--- src/rtl/ysyx_25030085_ifu.sv ---
// Instruction fetch: accepts a PC, issues one AR/R read, returns {inst, pc, err} to decode.
// Faults: 01 misaligned PC (no bus access), 10 bus error response, 11 response timeout.
module ysyx_25030085_ifu #(
  parameter logic [31:0] RESET_INST     = 32'h0000_0013,
  parameter int unsigned TIMEOUT_CYCLES = 255
) (
  input  logic        clk,
  input  logic        rst,
  input  logic [31:0] pc_i,
  input  logic        pc_valid,
  output logic        pc_ready,
  input  logic        flush,
  output logic [31:0] araddr,
  output logic        arvalid,
  input  logic        arready,
  input  logic [31:0] rdata,
  input  logic [1:0]  rresp,
  input  logic        rvalid,
  output logic        rready,
  output logic [31:0] inst,
  output logic [31:0] inst_pc,
  output logic [1:0]  inst_err,
  output logic        inst_valid,
  input  logic        inst_ready
);
  typedef enum logic [2:0] {S_IDLE, S_ADDR, S_DATA, S_DRAIN, S_OUT} state_t;

  localparam logic [1:0]  ERR_NONE     = 2'b00;
  localparam logic [1:0]  ERR_MISALIGN = 2'b01;
  localparam logic [1:0]  ERR_BUS      = 2'b10;
  localparam logic [1:0]  ERR_TIMEOUT  = 2'b11;
  localparam logic [15:0] TMO_LAST     = 16'(TIMEOUT_CYCLES - 1);

  state_t      r_state;
  state_t      w_next;
  logic [31:0] r_inst;
  logic [31:0] r_inst_pc;
  logic [31:0] r_araddr;
  logic [1:0]  r_inst_err;
  logic [15:0] r_cnt;
  logic        r_flush_pend;
  logic        w_pc_fire;
  logic        w_misalign;
  logic        w_timeout;

  assign w_pc_fire  = pc_valid & pc_ready;
  assign w_misalign = (pc_i[1:0] != 2'b00);
  assign w_timeout  = !rvalid && (r_cnt == TMO_LAST);

  always_ff @(posedge clk) begin
    if (!rst) r_state <= S_IDLE;
    else      r_state <= w_next;
  end

  always_comb begin
    w_next = r_state;
    unique case (r_state)
      S_IDLE:  if (w_pc_fire) w_next = w_misalign ? S_OUT : S_ADDR;
      S_ADDR:  if (arready) w_next = (r_flush_pend || flush) ? S_DRAIN : S_DATA;
      S_DATA: begin
        if (rvalid)         w_next = flush ? S_IDLE : S_OUT;
        // a timed-out bus is never drained, so a coinciding flush just returns to idle
        else if (w_timeout) w_next = flush ? S_IDLE : S_OUT;
        else if (flush)     w_next = S_DRAIN;
      end
      S_DRAIN: if (rvalid) w_next = S_IDLE;
      S_OUT:   if (flush || inst_ready) w_next = S_IDLE;
      default: w_next = S_IDLE;
    endcase
  end

  always_comb begin
    pc_ready   = rst && (r_state == S_IDLE) && !flush;
    arvalid    = (r_state == S_ADDR);
    rready     = (r_state == S_DATA) || (r_state == S_DRAIN);
    inst_valid = (r_state == S_OUT);
  end

  always_ff @(posedge clk) begin
    if (!rst) begin
      r_inst       <= RESET_INST;
      r_inst_pc    <= 32'h0;
      r_inst_err   <= ERR_NONE;
      r_araddr     <= 32'h0;
      r_cnt        <= 16'h0;
      r_flush_pend <= 1'b0;
    end else begin
      unique case (r_state)
        S_IDLE: if (w_pc_fire) begin
          r_inst_pc    <= pc_i;
          r_flush_pend <= 1'b0;
          if (w_misalign) begin
            r_inst     <= RESET_INST;
            r_inst_err <= ERR_MISALIGN;
          end else begin
            r_araddr   <= pc_i;
          end
        end
        S_ADDR: begin
          // arvalid stays up after a flush; the response is drained instead
          if (flush)   r_flush_pend <= 1'b1;
          if (arready) r_cnt <= 16'h0;
        end
        S_DATA: begin
          if (rvalid) begin
            if (!flush) begin
              r_inst     <= rdata;
              r_inst_err <= (rresp != 2'b00) ? ERR_BUS : ERR_NONE;
            end
          end else begin
            r_cnt <= r_cnt + 16'd1;
            if (w_timeout) begin
              r_inst     <= RESET_INST;
              r_inst_err <= ERR_TIMEOUT;
            end
          end
        end
        default: ;
      endcase
    end
  end

  assign araddr   = r_araddr;
  assign inst     = r_inst;
  assign inst_pc  = r_inst_pc;
  assign inst_err = r_inst_err;
endmodule

--- config.mk ---
export PLATFORM = sky130hd
export DESIGN_NAME = ysyx_25030085_ifu
export DESIGN_NICKNAME = d
export VERILOG_FILES = /design/src/rtl/ysyx_25030085_ifu.sv
export SDC_FILE = /design/constraint.sdc
export NUM_CORES = 1
export LEC_CHECK = 0
export ABC_AREA = 1
export ABC_CLOCK_PERIOD_IN_PS = 1800
export CAP_MARGIN = 20
export CORE_ASPECT_RATIO = 1.4
export CORE_UTILIZATION = 35
export DETAILED_ROUTE_END_ITERATION = 10
export GPL_TIMING_DRIVEN = 0
export PLACE_DENSITY = 0.61
export SLEW_MARGIN = 0
export SYNTH_ARGS = -nofsm -noshare
export SYNTH_HDL_FRONTEND = slang
export SYNTH_SLANG_ARGS = --single-unit
--- constraint.sdc ---
create_clock -name clk -period 1.8 [get_ports clk]
set_input_delay 0.45 -clock clk [delete_from_list [all_inputs] [get_ports clk]]
set_output_delay 0.45 -clock clk [all_outputs]
set_load 0.01 [all_outputs]
==> flow_summary.json <==
{
  "crit_path_top_delay_cell": "dlygate4sd2_1",
  "cp-start-kind": "input port",
  "hp-class": "input port to flop",
  "finalHoldViolCount": 0,
  "fill_cells": 1427,
  "skew_ps": 10.4,
  "coreArea_um2": 14400,
  "first_pass_iters": 5,
  "cp_cell_sequence": "dlygate4sd2_1 -> inv_1 -> nand2_2 -> nor2_4 -> buf_6 -> buf_6",
  "postPlaceCellArea_um2": 7090,
  "vias": 5402,
  "cp_data_required_time_ps": 1350,
  "clock.fmax_mhz": 559,
  "synth_area_leaders": "dfxtp_1 46%, nand2_1 11%, nor2_1 9.7%",
  "rsz0062_at_grt": "true",
  "layout-drive-gt1-share_pct": 10.6,
  "antenna_cells": 0,
  "synth.largest_area_cell": "dfxtp_1",
  "multi_input_area_um2": 2440,
  "grt-ovfl-total": 0,
  "cp_max_fo": 8,
  "port_buffers": 173,
  "track_usage_pct": 22.1,
  "p_per_area_nw_per_um2": 858,
  "die_y_um": 145,
  "status": "finished, final reports clean",
  "drc": 0,
  "grt_pass1_wl_um": 26500,
  "cp_slowest_stage_delay_ps": 300,
  "clkLatencyLatePin_ps": 420,
  "die_area_um2": 15100,
  "clock_path_buffers": 2,
  "register_area_um2": 2370,
  "post_drt_wl_per_cell_um": 14.5,
  "start_util_pct": 35.6,
  "drtIter0Drc": 194,
  "placed_cells": 1093,
  "synth_seq_area_share_pct": 46.1,
  "final_antenna_net_count": 0,
  "yosysUniqueCellTypes": 31,
  "hpwl_um": 12000,
  "ys_ff_latch": 118,
  "root_buffer": "clkbuf_16",
  "grt_pass1_vias": 5193,
  "num-nets-final": 1008,
  "slew_viol_final": 0,
  "netlist_area_um2": 5120,
  "setup_viol": 0,
  "yosysTopAreaCellShare_pct": 46.1,
  "maxSlewHeadroom_pct": 56.2,
  "syn_nets": 806,
  "rows": 52,
  "cts.clk_slew.worst_paths_ps": 60,
  "finalCritPeriodShare_pct": 99.5,
  "fin_cells": 1135,
  "h-tree-depth": 4,
  "viasPerCell": 4.76,
  "ys_warn_count": 0,
  "ir_worst_vdd_v": 0.000530,
  "finalWeightedCongestion": 0.845,
  "synthCells": 731,
  "grt_max_degree": 17,
  "utilization_pct": 54.8,
  "dieWidth_um": 104,
  "postLayoutCellArea_um2": 7870,
  "p_leak_nw": 3.28,
  "io_pins": 175,
  "area.growth.synth_to_final_pct": 53.6,
  "cts_tree": "yes",
  "cp.arrival_ps": 1340,
  "cap_violations": 0,
  "antenna_found_initial": 0,
  "avgSynthCellArea_um2": 7.01,
  "worstMarginPinSlew_ps": 657,
  "cts_made_buffers": 17,
  "crit_top_cell": "buf_6",
  "numClockSinks": 118,
  "drt-total-wl_um": 16400,
  "timing_worst_setup_path_type": "input port to output port",
  "critPathCaptureType": "output port",
  "min_period_ps": 1790
}
## cells in the final DEF (no fill, tap or decap), types with 4 or more instances in the layout
cell	instances
nor3_1	5
inv_2	6
inv_1	36
clkbuf_2	5
o21ai_0	9
nand3_1	79
nand2_4	5
o21ai_1	30
dfxtp_1	115
inv_6	5
dlymetal6s2s_1	23
buf_2	7
nand4_1	10
clkinvlp_4	4
nand2_1	152
nor2_4	4
nor2_1	130
buf_4	14
buf_6	8
clkbuf_16	17
clkbuf_1	21
clkdlybuf4s50_1	144
a21oi_1	75
## cell families after synthesis
| group | share of synthesized area (%) |
|---|---|
| XOR/XNOR | 0.171 |
| flip-flops | 46.1 |
| adder cells (fa/ha/maj) | 0.488 |
| AND/OR/NAND/NOR | 33.0 |
| AO/OA/AOI/OAI | 12.6 |
| buffers and inverters | 7.67 |
## critical path, delay by kind of cell
| family | cells | cell delay (ps) |
|---|---|---|
| simple gates | 2 | 220 |
| buf+inv | 4 | 660 |
## per-stage QoR
stage          setup slack, ps  hold WS [ps]  setup TNS (ps)  power (mW)
6_report                  9.53           412               0        6.76
5_1_grt                  -66.3           418            -242        7.03
4_1_cts                   -183           443            -242        6.82
3_5_place_dp             -1140           435          -54850        3.62
3_3_place_gp             -1150           427          -54130        3.62
2_1_floorplan              184           460               0        3.19
## what timing repair did
item	4_1_cts	5_1_grt
buffers inserted	4	7
endpoints found under the setup margin	94	112
pin swaps	3	5
resized for setup	20	58
hold buffers	0	0
## worst paths after layout
check                          startpoint                 endpoint  slack, ps  cells after the start
hold / removal                        rst    r_cnt[7]$_SDFFE_PN0P_        410                      3
setup / recovery                    flush                 pc_ready         10                      6
hold reg to reg    araddr[0]$_SDFFE_PN0P_   araddr[0]$_SDFFE_PN0P_        440                      2
setup reg to reg  r_state[2]$_SDFFE_PN0P_  araddr[29]$_SDFFE_PN0P_        110                     10
## metal layers
layer | up-vias | global-route usage [%] | wire length (um)
li1 | 2788 | - | -
met1 | 2437 | 23.9 | 6510
met2 | 147 | 39.1 | 8400
met3 | 30 | 7.01 | 1070
met4 | 0 | 9.71 | 432
met5 | - | 0 | 0
## synthesized netlist by cell type (all sizes together)
master and n:
nand2 160, nor2 137, dfxtp 118, nand3 80, a21oi 75, inv 43, o21ai 43, clkbuf 24
buf 21, nand4 10, nor3 6, o211ai 3, ha 2, nand3b 2, o21bai 2, a21boi 1
and2 1, nor4 1, o31ai 1, xnor2 1
## registers in the layout, summed over array words and instances (netlist names)
signal	cells
r_cnt	16
inst	32
araddr	32
r_flush_pend	1
r_state	3
inst_err	2
inst_pc	32
## layout make-up
cell class                      instances  area share (%)
Buffer                                 44            3.19
Clock buffer                           18            5.58
Clock inverter                         14            1.48
Inverter                               43            2.08
Multi-Input combinational cell        525            31.0
Sequential cell                       118            30.1
Tap cell                              189            3.00
Timing Repair Buffer                  184            23.6
## where the power goes
| group | switching, mW | internal, mW |
|---|---|---|
| Sequential | 0.0404 | 2.68 |
| Combinational | 0.450 | 0.421 |
| Clock | 1.34 | 1.83 |
| Total | 1.83 | 4.93 |
(Power assumes the default switching activity.)
==> patch: new RTL, same settings <==
Re-encode `state_t` (5 states) as Gray code, 3 bits wide.
--- a/src/rtl/ysyx_25030085_ifu.sv
+++ b/src/rtl/ysyx_25030085_ifu.sv
@@ -24,5 +24,5 @@
   input  logic        inst_ready
 );
-  typedef enum logic [2:0] {S_IDLE, S_ADDR, S_DATA, S_DRAIN, S_OUT} state_t;
+  typedef enum logic [2:0] {S_IDLE = 3'b000, S_ADDR = 3'b001, S_DATA = 3'b011, S_DRAIN = 3'b010, S_OUT = 3'b110} state_t;
 
   localparam logic [1:0]  ERR_NONE     = 2'b00;
Behaviour: same outputs for any inputs over 4 cycles, from zero or initial values and one cycle with rst low; so few cycles prove little.
==> patch against the unedited design <==
- the run now ends with negative setup slack left
- sequential cell count unchanged
- die area down 4.5%
- critical path depth unchanged
- setup slack worse by 0.059 ns
- design area down 3.2%
- global-route usage down 0.75 points
- area after synthesis down 4.6%
- wire length down 8.7%
- critical path type is now flop to primary output
- largest cell class is now flip-flops and latches
Power is not compared: it rests on default switching activity, and its combinational part moved more than twofold at a synthesized area within 25%.
==> patch: results (changes against the unedited design) <==
- On the critical path the largest part of the delay comes from flip-flops.
- The type of the worst min-delay path is primary input to flop.
- The critical path capture point is pc_ready.
- The fill cell instance count of the final layout came to 1,298 (-9.0%).
- The checks that failed: negative setup slack.
- The number of vias per cell is 4.70 (-1.3%).
- The critical path's largest stage delay is 0.36 ns (+0.06 ns).
- The total number of nets in the final design was 940 (-6.7%).
- In this run the worst setup path begins at r_state[2].
- The total negative slack for setup checks came to -0.0496 ns (-0.0496 ns).
- The total nets after synthesis is 739 (-8.3%).
- The count of placed standard cells in the final layout, fillers left out was 1,059 (-6.7%).
- The parity-gate share of the synthesized area counting xor and xnor cells is 0.00179 (+0.0000827).
- The fraction of layout cells with a size suffix above 1 is 0.120 (+0.0140).
- The peak ir drop on the vdd network is about 630 uV.
- The run finished, with violations left.
- The minimum setup slack in the final design is -0.0496 ns (-0.0592 ns).
- The slowest stage cell on the critical path is dfxtp_4.
- The share of the synthesized area in compound gates (AO/OA/AOI/OAI) is 0.135 (+0.00867).
- The global router's overall resource usage came to 0.214 (-0.00750).
- The first-pass GRT wire length is 23,800 um (-9.9%).
- The final wirelength is 15,000 um (-8.7%).
- Summed over all cells, the static leakage comes to 3.23 nW.
- The detailed router's first-iteration violation count came to 177 (-8.8%).
- The number of levels the H-tree was split into came to 4 (unchanged).
- The worst register-to-register path ends at araddr[5].
- The register-to-register setup slack was 0.13 ns (+0.02 ns).
- The sequential-to-total area share from yosys stat is 0.483 (+0.0223).
- The number of distinct library cell variants in the gate-level netlist after synthesis came to 34 (+9.7%).
- The Yosys warning count is 0 (unchanged).
- In the synthesized netlist the dominant register cell turns out to be dfxtp_1.
- The worst slack at placement is -0.765 ns (+0.374 ns).
- The via count of the first global-routing pass was 5,027 (-3.2%).
- The highest fanout seen on the critical path is 4 (-4).
- By area the synthesized netlist is led by dfxtp_1 (48%), nand2_1 (12%), nor2_1 (11%).
- The number of cells after detailed placement is 1,019 (-6.8%).
- The post-synthesis adder-cell area fraction is 0.00512 (+0.000236).
- By count the netlist is led by nand2_1 (157), nor2_1 (139), dfxtp_1 (118).
- The final setup violation count is 1 (+1).
- The number of buffers added by the clock tree synthesis step came to 17 (unchanged).
- The final setup skew is 0.00812 ns (-0.00232 ns).
- The transition time at the pin with the least slew margin is 0.665 ns (+0.00730 ns).
- The placed wire-length estimate came to 11,200 um (-6.4%).
- The synthesized area divided by synthesized cell count is 7.36 um2 (+5.0%).
- The count of cells along the worst register-to-register path is 9 (-1).
- The number of optimization iterations in the first detailed-route pass was 4 (-1).
- The final weighted congestion of routability-driven global placement came to 0.879 (+4.1%).
## patch: routing by layer
layer | wire length, um | up-vias | global-route usage
met4 | 273 | 0 | 0.0895
li1 | - | 2531 | -
met1 | 5760 | 2275 | 0.218
met2 | 7870 | 148 | 0.387
met3 | 1070 | 22 | 0.0783
met5 | 0 | - | 0
## patch: tightest hold or removal path, cell delays in order
cell and delay [ns]:
buf_2 0.16, nand2_1 0.09, a21oi_1 0.06
## patch: area by class of cell
type / instances / area (um2) / area share
flip-flops and latches: 118 / 2370 / 0.311
plain buffers: 35 / 241 / 0.0317
clock buffers: 23 / 478 / 0.0627
multi-input cells: 473 / 2180 / 0.286
repair buffers: 182 / 1830 / 0.240
clock inverters: 8 / 146 / 0.0192
inverters: 38 / 151 / 0.0199
well taps: 182 / 228 / 0.0299
## patch: stage by stage
stage                util  cell area, um2  total power, mW
global placement    0.507            6850             4.56
floorplan               -            4890             3.86
finish              0.564            7620             8.27
CTS                 0.554            7490             8.18
detailed placement  0.507            6850             4.58
global route        0.564            7620             8.66
## patch: how the worst min path moves through the flow
stage,depth (start not counted),slack [ns],from,endpoint
floorplan,2,0.44,r_flush_pend,r_flush_pend
detailed placement,2,0.43,araddr[1],araddr[1]
CTS,3,0.38,flush,r_flush_pend
finish,3,0.40,flush,r_flush_pend
global placement,2,0.43,araddr[1],araddr[1]
global route,3,0.39,flush,r_flush_pend
## patch: repair_timing
action | CTS | global route
resized for setup | 23 | 33
buffers inserted | 0 | 9
pin swaps | 0 | 4
setup endpoints to repair | 16 | 63
## patch: report_power, final
part           internal (mW)  total [mW]  switching [mW]  leakage (nW)
Combinational          0.825        1.77           0.946          1.97
Sequential              2.80        2.93           0.129         0.956
Clock                   2.41        3.57            1.16         0.303
